--- config.mk ---
export PLATFORM = sky130hd
export DESIGN_NAME = dff_pipe
export DESIGN_NICKNAME = d
export VERILOG_FILES = /design/src/rtl/dff_pkg.sv /design/src/rtl/dff_stage.sv /design/src/rtl/dff_pipe.sv
export SDC_FILE = /design/constraint.sdc
export NUM_CORES = 1
export LEC_CHECK = 0
export BUFFER_PORTS_ARGS = -buffer_cell sky130_fd_sc_hd__buf_4
export CORE_ASPECT_RATIO = 2
export CORE_MARGIN = 2
export CORE_UTILIZATION = 50
export CTS_CLUSTER_DIAMETER = 120
export DETAILED_ROUTE_END_ITERATION = 7
export PLACE_DENSITY = 0.73
export SETUP_SLACK_MARGIN = 0.1
export SLEW_MARGIN = 20
export SYNTH_ARGS = -nofsm -noshare
export SYNTH_HDL_FRONTEND = slang
export SYNTH_HIERARCHICAL = 1
export SYNTH_SLANG_ARGS = --single-unit
--- constraint.sdc ---
create_clock -name c -period 2.4 [get_ports c]
set_input_delay 0.24 -clock c [delete_from_list [all_inputs] [get_ports c]]
set_output_delay 0.24 -clock c [all_outputs]
set_load 0.02 [all_outputs]
--- src/rtl/dff_pkg.sv ---
// dff_pkg: shared constants and clog2 helper for the elastic register pipeline
package dff_pkg;
  localparam int DFF_PIPE_DEF_WIDTH = 8;
  localparam int DFF_PIPE_DEF_DEPTH = 4;
  function automatic int clog2(input int v);
    int r;
    r = 0;
    for (int p = 1; p < v; p = p * 2) r++;
    return r;
  endfunction
endpackage

--- src/rtl/dff_stage.sv ---
// dff_stage: one pipeline slot, a data register plus its valid bit
module dff_stage #(
  parameter int WIDTH = 8,
  parameter logic [WIDTH-1:0] RESET_VAL = '0
) (
  input  logic             c,
  input  logic             rst,
  input  logic             load,
  input  logic             adv,
  input  logic             clr,
  input  logic [WIDTH-1:0] src,
  output logic             valid_q,
  output logic             valid_d,
  output logic [WIDTH-1:0] data_q
);
  logic [WIDTH-1:0] data_d;
  always_comb begin
    valid_d = clr ? 1'b0 : load ? 1'b1 : adv ? 1'b0 : valid_q;
    data_d  = (load && !clr) ? src : data_q;
  end
  always_ff @(posedge c or posedge rst) begin
    if (rst) begin
      valid_q <= 1'b0;
      data_q  <= RESET_VAL;
    end else begin
      valid_q <= valid_d;
      data_q  <= data_d;
    end
  end
endmodule

--- src/rtl/dff_pipe.sv ---
// dff_pipe: elastic DEPTH-stage register pipeline with valid/ready and bubble collapsing
module dff_pipe
  import dff_pkg::*;
#(
  parameter int WIDTH = DFF_PIPE_DEF_WIDTH,
  parameter int DEPTH = DFF_PIPE_DEF_DEPTH,
  parameter logic [WIDTH-1:0] RESET_VAL = '0
) (
  input  logic                          c,
  input  logic                          rst,
  input  logic                          flush,
  input  logic                          in_valid,
  output logic                          in_ready,
  input  logic [WIDTH-1:0]              in_data,
  output logic                          out_valid,
  input  logic                          out_ready,
  output logic [WIDTH-1:0]              out_data,
  output logic [clog2(DEPTH+1)-1:0]     occupancy
);
  localparam int OW = clog2(DEPTH + 1);
  if (DEPTH < 1) begin : g_bad_depth
    $error("dff_pipe: DEPTH must be at least 1");
  end
  logic [DEPTH-1:0] vld, vld_d, load, adv;
  logic [DEPTH:0]   free;
  logic [WIDTH-1:0] dat [DEPTH];
  logic [OW-1:0]    occ_d, occ_q;
  // free[DEPTH] is the consumer; readiness ripples back stage by stage
  always_comb begin
    free = '0;
    adv  = '0;
    load = '0;
    free[DEPTH] = out_ready;
    for (int i = DEPTH - 1; i >= 0; i--) begin
      adv[i]  = vld[i] & free[i+1];
      free[i] = ~vld[i] | adv[i];
    end
    in_ready = free[0] & ~flush & ~rst;
    load[0]  = in_valid & in_ready;
    for (int i = 1; i < DEPTH; i++) load[i] = vld[i-1] & free[i];
  end
  always_comb begin
    occ_d = '0;
    for (int i = 0; i < DEPTH; i++) occ_d += OW'(vld_d[i]);
  end
  for (genvar i = 0; i < DEPTH; i++) begin : g_stage
    logic [WIDTH-1:0] src;
    if (i == 0) begin : g_head
      assign src = in_data;
    end else begin : g_body
      assign src = dat[i-1];
    end
    dff_stage #(.WIDTH(WIDTH), .RESET_VAL(RESET_VAL)) u_stage (
      .c       (c),
      .rst     (rst),
      .load    (load[i]),
      .adv     (adv[i]),
      .clr     (flush),
      .src     (src),
      .valid_q (vld[i]),
      .valid_d (vld_d[i]),
      .data_q  (dat[i])
    );
  end
  always_ff @(posedge c or posedge rst) begin
    if (rst) occ_q <= '0;
    else     occ_q <= occ_d;
  end
  assign out_valid = vld[DEPTH-1];
  assign out_data  = dat[DEPTH-1];
  assign occupancy = occ_q;
endmodule

* Word level (Yosys, flattened, before mapping)
Index checks and enable logic that the tools add are counted.
** Storage, ports and cells
- Flip-flop bits (word level) :: 39
- Input bits :: 13
- Output and inout bits :: 13
** Cells by class
- Add/sub/neg operators :: 3
- Mux-type cells :: 12
- Bitwise logic cells :: 17
- Reductions and logical operators :: 5
** Operator list (number)
- 2-to-1 mux 1 bit :: 12
- bitwise AND 1 bit :: 7
- NOT 1 bit :: 6
- logical AND 1 bit :: 4
- OR 1 bit :: 4
- adder 2 x 1 -> 3 bit :: 1
- adder 3 x 1 -> 3 bit :: 1
- adder 1 x 1 -> 2 bit :: 1
- logical NOT 1 bit :: 1

* Depth between registers and ports, before layout
- Depth in word-level cells :: 16
- Mapped depth :: 9
- Gate-level depth less buffers :: 9

* Cells and area by module
The synthesis kept the hierarchy.
** Modules (own cells, without submodules)
- dff_stage :: times used 4, cells an instance 23, area each 389.1 µm², sequential area each 225.2 µm²
- dff_pipe :: times used 1, cells an instance 21, area each 217.7 µm², sequential area each 75.1 µm²

* Worst setup path after synthesis
No wires, ideal clock.
- Path kind :: register -> register
- Start :: register g_stage[3].u_stage.valid_q
- End :: register occ_q[1] (netlist: occupancy[1])
- Setup time :: 0.126 ns
- Data arrival time :: 2.334 ns
- Path slack :: -0.060 ns
- Stages on the path, launching flop included :: 10
- Path buffers :: 0
- Period minus slack after synthesis :: 2.460 ns
- Cell sequence :: dfrtp_1 > and4b_1 > a2111oi_2 > inv_1 > a21oi_1 > inv_1 > fa_1 > inv_1 > ha_1 > ha_1
** Between the ends
- Cells in the longest elaborated chain, start to end :: 16
- Elaborated cells between the ends (all ways) :: 27
- Those cells by class :: add/sub: 3; mux: 12; bitwise: 12
** RTL lines
- from (decl) :: RTL line dff_stage.sv:12 : output logic valid_q,
- from (signal assigned) :: RTL line dff_stage.sv:26 : valid_q <= valid_d;
- bitwise AND 1 bit / NOT 1 bit (equally long branches) :: RTL line dff_pipe.sv:35, dff_pipe.sv:36
- OR 1 bit (*) :: RTL line dff_pipe.sv:36 : free[i] = ~vld[i] | adv[i];
- bitwise AND 1 bit (*) :: RTL line dff_pipe.sv:35 : adv[i] = vld[i] & free[i+1];
- OR 1 bit (*) :: RTL line dff_pipe.sv:36
- bitwise AND 1 bit (*) :: RTL line dff_pipe.sv:35
- OR 1 bit (*) :: RTL line dff_pipe.sv:36
- bitwise AND 1 bit (*) :: RTL line dff_pipe.sv:35
- OR 1 bit (*) :: RTL line dff_pipe.sv:36
- bitwise AND 1 bit (*) (2 in a row) :: RTL line dff_pipe.sv:38 : in_ready = free[0] & ~flush & ~rst;
- bitwise AND 1 bit (*) :: RTL line dff_pipe.sv:39 : load[0] = in_valid & in_ready;
- via load[0] :: RTL line dff_pipe.sv:24 : logic [DEPTH-1:0] vld, vld_d, load, adv;
- 2-to-1 mux 1 bit (*) (2 in a row) :: RTL line dff_stage.sv:18 : valid_d = clr ? 1'b0 : load ? 1'b1 : adv ? 1'b0 : valid_q;
- via vld_d[0] :: RTL line dff_pipe.sv:24
- adder 1 x 1 -> 2 bit (*) :: RTL line dff_pipe.sv:44 : for (int i = 0; i < DEPTH; i++) occ_d += OW'(vld_d[i]);
- adder 2 x 1 -> 3 bit (*) :: RTL line dff_pipe.sv:44
- adder 3 x 1 -> 3 bit (*) :: RTL line dff_pipe.sv:44
- via occ_d[1] :: RTL line dff_pipe.sv:27 : logic [OW-1:0] occ_d, occ_q;
- to (signal assigned) :: RTL line dff_pipe.sv:66 : if (rst) occ_q <= '0;
- to (signal assigned) :: RTL line dff_pipe.sv:67 : else occ_q <= occ_d;
- to (decl) :: RTL line dff_pipe.sv:27
The timed path passes the listed nets; every way through them passes the cells marked *.
A chain may end at the register's enable or synchronous reset.

* Final worst setup path
Ends and elaborated chain as after synthesis.

==> run_results.csv <==
group,metric,value,unit
timing,drv_slew,0,
cts,cts_tree,"yes",
placement,port_buffers,25,
floorplan,die_x,46.12,um
timing,skew,0.006757,ns
cts,root_buffer,"clkbuf_8",
placement,dp_hpwl,2.247,mm
detailed_routing,met3_length,88,um
detailed_routing,drt_wl_total,2.951,mm
worst_setup_path,cp_max_fo,3,
global_route,antenna_found_initial,0,
synthesis,synth_cell_type_count,16,
cts,cts_sinks,39,
detailed_routing,vias,955,
placement,place_congestion,0.7185,
hold_path,min_path_type,"in -> reg",
worst_setup_path,end_kind,"flip-flop",
detailed_routing,top_layer_used,"met4",
detailed_routing,drt_drc_violations_left,0,
timing,finalCritPeriodShare,97.38,%
timing,hold_viol_final,0,
detailed_routing,vias_per_cell,5.247,
layout,drive_above_1_share,58.00,%
cts,htreeDepth,2,
synthesis,synth_seq_cells,39,
floorplan,initial_core_util,52.52,%
floorplan,num_io_pins,26,
power_and_ir_drop,peakVddDrop,0.5454,mV
timing,timing.fmax,427.9,MHz
synthesis,synth_area,0.001774,mm2
timing,rsz0062_at_grt,"true",
worst_setup_path,worstPathArrival,2.52,ns
cts,numCtsBuffers,5,
global_route,grt_pass1_wl,5.188,mm
floorplan,dieArea,0.004070,mm2
floorplan,die_h,88.24,um
timing,worstMarginPinSlew,0.3711,ns
layout,layout.nets,165,
global_route,grt_usage,17.97,%
worst_setup_path,crit_type,"reg -> reg",
cts,clk_latency,0.29,ns
synthesis,ys_seq_area_share,55.01,%
power_and_ir_drop,report.power.total,2.015,mW
worst_setup_path,critical_path_required,2.58,ns
floorplan,rows,30,
detailed_routing,met1_length,1.089,mm
cts,cts_buffer_depth,2,
synthesis,yosys_warnings,6,
synthesis,synth_area_per_cell,15.70,um2
layout,antenna_cells,0,
timing,worst_slack,0.06289,ns
floorplan,core,0.003378,mm2
layout,area_growth,22.14,%
run_status,outcome,"completed",
global_route,grt_max_degree,13,
placement,pre_cts_ws,-0.01369,ns
synthesis,syn_inst,113,
worst_setup_path,start_kind,"flip-flop",
detailed_routing,wire_per_inst,16.21,um
detailed_routing,dr.pass1.iters,3,
detailed_routing,wl_met2,1.720,mm
power_and_ir_drop,p_per_area,929.9,mW/mm2
job,drv_cap,0,
detailed_routing,drtAntennaViolNets,0,
timing,slew_headroom,75.26,%
global_route,gr-total-overflow,0,
power_and_ir_drop,p_leak,1.064,nW
timing,fin_crit,2.337,ns
global_route,grt_pass1_vias,1087,
cts,path_clk_slew,0.07,ns
detailed_routing,first_iter_violations,3,
synthesis,synth_nets,129,
timing,final-setup-viol-count,0,
repair_timing:
action                     in CTS  in global routing
hold endpoints to repair       39                  0
pin swaps                       4                  4
buffers inserted                5                  0
resized for setup               3                  3
hold buffers                    1                  0
setup endpoints to repair       2                  3
layout make-up:
| class | count | area [um2] |
|---|---|---|
| clock inverters | 1 | 7.507 |
| clock buffers | 7 | 96.34 |
| multi-input cells | 55 | 739.5 |
| well taps | 32 | 40.04 |
| fillers | 261 | 1211 |
| inverters | 15 | 56.30 |
| flip-flops and latches | 39 | 977.2 |
| repair buffers | 33 | 250.2 |
cell families after synthesis:
kind of cell	Yosys count	synth area share, %
buf+inv	19	5.712
flops	39	55.01
simple gates	13	6.841
compound gates	7	2.821
mux	32	27.08
fa+ha+maj	3	2.539
routing by layer:
| layer | track usage, % | up-vias |
|---|---|---|
| met1 | 20.54 | 491 |
| met2 | 30.56 | 19 |
| met4 | 7.792 | 0 |
| met3 | 4.286 | 5 |
| met5 | 0 | - |
| li1 | - | 440 |
critical path, cell delays in order, from the launching register on:
cell,delay [ns]
dfrtp_2,0.41
and4b_2,0.28
a2111oi_4,0.32
inv_1,0.11
a21oi_2,0.18
inv_2,0.05
fa_1,0.50
inv_2,0.05
ha_4,0.15
ha_4,0.20
metrics by stage:
step	utilization, %	cells	instance area (um2)	hold slack [ns]	setup TNS, ns
floorplan	-	113	1782	-0.006356	0
global placement	58.59	168	1979	0.1587	0
detailed placement	58.59	168	1979	0.1637	-0.01369
CTS	63.85	182	2157	0.1690	0
global route	64.15	182	2167	0.1600	-0.04594
finish	64.15	182	2167	0.1768	0
state kept, by name (all words and copies together) (netlist names):
name	flops
g_stage.u_stage/data_q	32
g_stage.u_stage/valid_q	4
occupancy	3
cell usage after synthesis:
cell type   n  area, um2
and2b_2     2      17.52
buf_6       4      45.04
mux2_4     32      480.5
a21boi_0    1      7.510
a21oi_1     4      20.02
nor2b_4     4      55.05
ha_1        2      25.02
nand2b_1    4      25.02
and2_2      1      7.510
fa_1        1      20.02
inv_1      15      56.30
nor2b_1     1      6.260
and4b_1     1      10.01
a2111oi_2   1      15.01
a211oi_1    1      7.510
dfrtp_1    39      975.9
power breakdown:
| group | switching [mW] | internal, mW | leakage, nW |
|---|---|---|---|
| Sequential | 0.126 | 0.862 | 0.500 |
| Combinational | 0.187 | 0.360 | 0.513 |
| Clock | 0.219 | 0.261 | 0.0505 |
placed cells by master (no fill, tap or decap):
cell type / count
dfrtp_1: 38
mux2_4: 32
dfrtp_2: 1
and4b_2: 1
nand2b_1: 4
buf_4: 32
and2b_2: 2
dlygate4sd3_1: 1
nor2b_4: 4
a21boi_0: 1
a21oi_2: 1
inv_1: 13
fa_1: 1
inv_2: 2
a2111oi_4: 1
a21oi_1: 3
clkinvlp_4: 1
ha_4: 2
clkbuf_8: 7
a211oi_1: 1
and2_2: 1
nor2b_1: 1
path summary, 6_finish.rpt:
kind	cells after the start	from	to	slack [ns]
max in group asynchronous	3	rst	g_stage[3].u_stage/valid_q	1.58
min	2	in_data[6]	g_stage[0].u_stage/data_q[6]	0.18
max reg2reg	9	g_stage[3].u_stage/valid_q	occupancy[1]	0.06
min in group asynchronous	3	rst	occupancy[2]	0.44
max	9	g_stage[3].u_stage/valid_q	occupancy[1]	0.06
min reg2reg	1	g_stage[0].u_stage/data_q[5]	g_stage[0].u_stage/data_q[5]	0.52
Note: power is estimated with default switching activity, not from simulation.
